**src/rtl/pop_result_fifo_pkg.sv**
```systemverilog
// Shared types, limits and helpers for the population-count result FIFO.
// Imported by the FIFO top and by anything that models its entries.
package pop_result_fifo_pkg;

    localparam int DEF_CNT_W = 6;
    localparam int unsigned MAX_COUNT = 32;

    typedef struct packed {
        logic [DEF_CNT_W-1:0] count;
        logic                 odd;
    } result_entry_t;

    // Increments value but holds at the all-ones pattern of the given width.
    function automatic logic [31:0] sat_inc(input logic [31:0] value, input int unsigned width);
        logic [31:0] maxVal;
        maxVal = 32'hFFFF_FFFF >> (32 - width);
        return (value == maxVal) ? value : value + 32'd1;
    endfunction

endpackage

```
**src/rtl/pop_fifo_mem.sv**
```systemverilog
// Register-array storage for the result FIFO.
// Single write port and an asynchronous read port, no reset on contents.
module pop_fifo_mem #(
    parameter int DEPTH  = 4,
    parameter int DATA_W = 7
) (
    input  logic                     clk,
    input  logic                     we_i,
    input  logic [$clog2(DEPTH)-1:0] waddr_i,
    input  logic [DATA_W-1:0]        wdata_i,
    input  logic [$clog2(DEPTH)-1:0] raddr_i,
    output logic [DATA_W-1:0]        rdata_o
);

    logic [DATA_W-1:0] mem_q [DEPTH];

    always_ff @(posedge clk) begin
        if (we_i) begin
            mem_q[waddr_i] <= wdata_i;
        end
    end

    assign rdata_o = mem_q[raddr_i];

endmodule

```
**src/rtl/pop_result_fifo.sv**
```systemverilog
// Result FIFO behind the popcount/parity stage: first-word fall-through head,
// saturating statistics and sticky error flags with a synchronous clear.
module pop_result_fifo
    import pop_result_fifo_pkg::*;
#(
    parameter int DEPTH  = 4,
    parameter int CNT_W  = 6,
    parameter int STAT_W = 16
) (
    input  logic              clk,
    input  logic              rst_n,
    input  logic              in_valid,
    input  logic [CNT_W-1:0]  in_count,
    input  logic              in_odd,
    output logic              out_valid,
    input  logic              out_ready,
    output logic [CNT_W-1:0]  out_count,
    output logic              out_odd,
    output logic              full,
    output logic              empty,
    output logic [STAT_W-1:0] total_cnt,
    output logic [STAT_W-1:0] odd_cnt,
    output logic [STAT_W-1:0] drop_cnt,
    output logic              overflow,
    output logic              par_err,
    input  logic              clr
);

    localparam int PTR_W = $clog2(DEPTH);
    localparam int OCC_W = PTR_W + 1;

    logic [PTR_W-1:0]  wr_ptr_q, wr_ptr_d;
    logic [PTR_W-1:0]  rd_ptr_q, rd_ptr_d;
    logic [OCC_W-1:0]  occ_q, occ_d;
    logic [STAT_W-1:0] total_q, total_d;
    logic [STAT_W-1:0] odd_q, odd_d;
    logic [STAT_W-1:0] drop_q, drop_d;
    logic              overflow_q, overflow_d;
    logic              par_err_q, par_err_d;

    logic              doPush;
    logic              doPop;
    logic              doDrop;
    logic              badInput;
    logic [CNT_W:0]    rdData;

    assign empty     = (occ_q == '0);
    assign full      = (occ_q == OCC_W'(DEPTH));
    assign out_valid = !empty;

    assign doPop    = out_valid && out_ready;
    assign doPush   = in_valid && (!full || doPop);
    assign doDrop   = in_valid && full && !doPop;
    assign badInput = in_valid && ((in_odd != in_count[0]) || (32'(in_count) > MAX_COUNT));

    pop_fifo_mem #(
        .DEPTH  (DEPTH),
        .DATA_W (CNT_W + 1)
    ) u_mem (
        .clk     (clk),
        .we_i    (doPush),
        .waddr_i (wr_ptr_q),
        .wdata_i ({in_count, in_odd}),
        .raddr_i (rd_ptr_q),
        .rdata_o (rdData)
    );

    // Head data is masked while empty so stale storage never leaks out.
    assign out_count = empty ? '0 : rdData[CNT_W:1];
    assign out_odd   = !empty && rdData[0];

    always_comb begin
        wr_ptr_d   = doPush ? wr_ptr_q + PTR_W'(1) : wr_ptr_q;
        rd_ptr_d   = doPop  ? rd_ptr_q + PTR_W'(1) : rd_ptr_q;
        occ_d      = occ_q;
        if (doPush && !doPop) begin
            occ_d = occ_q + OCC_W'(1);
        end else if (doPop && !doPush) begin
            occ_d = occ_q - OCC_W'(1);
        end

        total_d    = total_q;
        odd_d      = odd_q;
        drop_d     = drop_q;
        overflow_d = overflow_q;
        par_err_d  = par_err_q;
        // Clear wins over any increment or flag set in the same cycle.
        if (clr) begin
            total_d    = '0;
            odd_d      = '0;
            drop_d     = '0;
            overflow_d = 1'b0;
            par_err_d  = 1'b0;
        end else begin
            if (doPush) begin
                total_d = STAT_W'(sat_inc(32'(total_q), STAT_W));
            end
            if (doPush && in_odd) begin
                odd_d = STAT_W'(sat_inc(32'(odd_q), STAT_W));
            end
            if (doDrop) begin
                drop_d     = STAT_W'(sat_inc(32'(drop_q), STAT_W));
                overflow_d = 1'b1;
            end
            if (badInput) begin
                par_err_d = 1'b1;
            end
        end
    end

    always_ff @(posedge clk) begin
        if (!rst_n) begin
            wr_ptr_q   <= '0;
            rd_ptr_q   <= '0;
            occ_q      <= '0;
            total_q    <= '0;
            odd_q      <= '0;
            drop_q     <= '0;
            overflow_q <= 1'b0;
            par_err_q  <= 1'b0;
        end else begin
            wr_ptr_q   <= wr_ptr_d;
            rd_ptr_q   <= rd_ptr_d;
            occ_q      <= occ_d;
            total_q    <= total_d;
            odd_q      <= odd_d;
            drop_q     <= drop_d;
            overflow_q <= overflow_d;
            par_err_q  <= par_err_d;
        end
    end

    assign total_cnt = total_q;
    assign odd_cnt   = odd_q;
    assign drop_cnt  = drop_q;
    assign overflow  = overflow_q;
    assign par_err   = par_err_q;

endmodule

```
**config.mk**
```make
export PLATFORM = sky130hd
export DESIGN_NAME = pop_result_fifo
export DESIGN_NICKNAME = d
export VERILOG_FILES = /design/src/rtl/pop_result_fifo_pkg.sv /design/src/rtl/pop_fifo_mem.sv /design/src/rtl/pop_result_fifo.sv
export SDC_FILE = /design/constraint.sdc
export NUM_CORES = 1
export LEC_CHECK = 0
export ABC_AREA = 1
export BUFFER_PORTS_ARGS = -buffer_cell sky130_fd_sc_hd__buf_2
export CAP_MARGIN = 30
export CORE_MARGIN = 1.5
export CORE_UTILIZATION = 51
export CTS_CLUSTER_SIZE = 8
export DETAILED_ROUTE_END_ITERATION = 16
export PLACE_DENSITY = 0.76
export SLEW_MARGIN = 20
export SYNTH_ARGS = -nofsm -noshare
export SYNTH_HDL_FRONTEND = slang
export SYNTH_HIERARCHICAL = 1
export SYNTH_SLANG_ARGS = --single-unit
```
**constraint.sdc**
```tcl
create_clock -name clk -period 1.9 [get_ports clk]
set_clock_uncertainty 0.1 [all_clocks]
set_input_delay 0.475 -clock clk [delete_from_list [all_inputs] [get_ports clk]]
set_output_delay 0.475 -clock clk [all_outputs]
set_load 0.01 [all_outputs]
```
==> impl_metrics.tcl <==
set metrics [dict create \
    outcome "complete, but fails checks" \
    violations "negative setup slack" \
    start_kind "flip-flop" \
    wl_met3_um 461 \
    grt_usage_pct 22.8 \
    rsz0062_at_grt "yes" \
    dr_total_vias 4253 \
    worst_path_largest_cell_delay_ps 390 \
    antenna_found_initial 1 \
    die_w_um 97.1 \
    cts_tree "yes" \
    portBuffers 71 \
    worst-setup-path-type "flip-flop to primary output" \
    worst_pin_slew_ps 401 \
    synth_cell_types 31 \
    p_leak_nw 2.36 \
    htree_num_levels 3 \
    async_flop_share_pct 0 \
    die_h_um 97.1 \
    n_antenna_cell 0 \
    nFillCells 729 \
    relSlewSlack_pct 73.2 \
    start_util_pct 52.3 \
    grt_overflow 0 \
    gp_congestion 0.831 \
    yosysSeqAreaShare_pct 43.9 \
    cp-end-kind "primary output" \
    cp_slowest_cell "dfxtp_4" \
    drc_errors 0 \
    die_area_sq_um 9430 \
    p_per_area_nw_per_um2 835 \
    syn-num-nets 641 \
    hpwl_um 7300 \
    irDropWorstVdd_mv 0.376 \
    core_sq_um 8640 \
    routed_via_density 5.05 \
    top_layer "met4" \
    wl_met2_um 5210 \
    wl_um 10500 \
    reg2reg_depth 12 \
    ys.flop_type "dfxtp_1" \
    setup_viol 4 \
    synthesis.area_sq_um 4520 \
    cts_buffers 9 \
    grt_pass1_vias 3902 \
    min_period_ps 1940 \
    rows 34 \
    yosysWarnings 6 \
    critical_path.cell_chain "buf_4, nand2_1, nand3_2, nand2_2, inv_1, nor2_1, buf_2" \
    fin_crit_sh_pct 102 \
    synth_seq_cells 85 \
    path_clk_slew_ps 90 \
    detail_route.wl_per_cell_um 12.4 \
    synthCells 624 \
    grt_pass1_wl_um 17700 \
    cts_buffer_depth 2 \
    drive_above_1_share_pct 25.3 \
    cts.sinks 85 \
    avgSynthCellArea_sq_um 7.24 \
    clockRootBuffer "clkbuf_8" \
    cp_data_arrival_time_ps 1360 \
    ant_nets 0 \
    slew_viol_final 0 \
    met1Wirelength_um 4640 \
    placement.setup.worst_slack_ps -109 \
    syn2layout_area_growth_pct 22.9 \
    grt_max_degree 28 \
    clock.fmax_mhz 516 \
    final_nets 747 \
    holdPathStages 1 \
    maxCapViolCount 0 \
    holdWs_ps 250 \
    first_pass_iters 4 \
    worstPathMaxFanout 6 \
    synth_edf_count 28 \
    total_power_mw 4.64 \
    io_pins 72 \
    drt_iter0_markers 199 \
    finalWorstSetupSlack_ps -36.5 \
    hold_viol 0 \
    min_path_type "input pin to flip-flop" \
    fin_util_pct 64.3 \
    cts_hold_buffers 0 \
    clk_latency_ps 360 \
    cp.required_ps 1320 \
]
-- logic make-up (layout without fill, tap and decap cells) --
kind of cell	Yosys count	after routing	synth area share [%]
xor gates and xnor gates	15	15	2.91
adders and majority gates	5	5	1.55
AOI/OAI and AO/OA	66	66	7.92
buffers and inverters	96	206	9.28
DFF	85	85	43.9
and+or+nand+nor	357	358	34.4
-- worst max-delay path, delay by kind of cell, from the launching register on --
kind | cells | cell delay [ps]
buffers and inverters | 3 | 320
DFF | 1 | 390
and+or+nand+nor | 4 | 300
-- area by class of cell --
type / instances / area (sq um) / area share (%)
repair buffers: 107 / 663 / 11.9
clock inverters: 6 / 63.8 / 1.15
well taps: 108 / 135 / 2.43
inverters: 83 / 324 / 5.84
clock buffers: 10 / 128 / 2.30
multi-input cells: 444 / 2240 / 40.4
flip-flops and latches: 85 / 2000 / 36.0
-- synth_stat cells, types with 4 or more instances --
| cell type | count | area (sq um) |
|---|---|---|
| nand2_1 | 182 | 683 |
| xor2_1 | 10 | 87.6 |
| ha_1 | 4 | 50.1 |
| nor3_1 | 5 | 25.0 |
| nor2_2 | 6 | 37.5 |
| inv_1 | 78 | 293 |
| nand3b_1 | 4 | 30.0 |
| nand4_1 | 10 | 62.6 |
| nand3_2 | 4 | 40.0 |
| nand3_1 | 50 | 250 |
| nor2_4 | 6 | 67.6 |
| xnor2_1 | 5 | 43.8 |
| edfxtp_1 | 28 | 841 |
| o21ai_0 | 12 | 60.1 |
| nor2_1 | 83 | 312 |
| inv_2 | 4 | 15.0 |
| dfxtp_1 | 57 | 1140 |
| buf_6 | 6 | 67.6 |
| nand2_2 | 6 | 37.5 |
| a21oi_1 | 47 | 235 |
-- timing repair --
item,in CTS,in global routing
cloned,0,2
gates resized for setup,11,29
setup endpoints to repair,8,37
buffers inserted,2,5
pin swaps,2,21
-- where the power goes --
part | internal, mW | switching (mW)
Clock | 0.606 | 0.647
Combinational | 0.565 | 0.749
Sequential | 1.98 | 0.0852
Total | 3.16 | 1.48
-- metal layers --
layer / vias to the layer above / GRT usage (%)
li1: 2194 / -
met1: 1955 / 29.6
met2: 90 / 38.5
met3: 14 / 3.67
met4: 0 / 8.14
met5: - / 0
-- flip-flops by register name (all words and copies together), names as in the netlist --
name and count:
wr_ptr_q 2, u_mem/mem_q 28, drop_cnt 16, overflow 1
par_err 1, odd_cnt 16, total_cnt 16, rd_ptr_q 2
occ_q 3
-- per-stage QoR --
step	std cells	setup TNS, ps	area (sq um)
6_report	843	-88.8	5550
5_1_grt	843	-806	5550
4_1_cts	836	-22.3	5360
3_5_place_dp	818	-216	5130
3_3_place_gp	818	-63.4	5130
2_1_floorplan	624	-1.47	4530
-- cells in the final DEF, fill, tap and decap left out, types with 13 or more instances in the layout --
cell        n
nand3_1    41
nor2_1     82
buf_4      33
dfxtp_1    52
inv_1      75
nand2_2    16
edfxtp_1   28
nand3_2    13
nand2_1   170
a21oi_1    47
buf_2      71
-- final timing paths --
check             slack (ps)                end        start
setup / recovery         -40       out_count[4]  rd_ptr_q[0]
hold / removal           250  u_mem/mem_q[1][2]  in_count[1]
setup reg to reg           0           occ_q[2]     occ_q[1]
hold reg to reg          380           overflow     overflow
(Power assumes the default switching activity.)
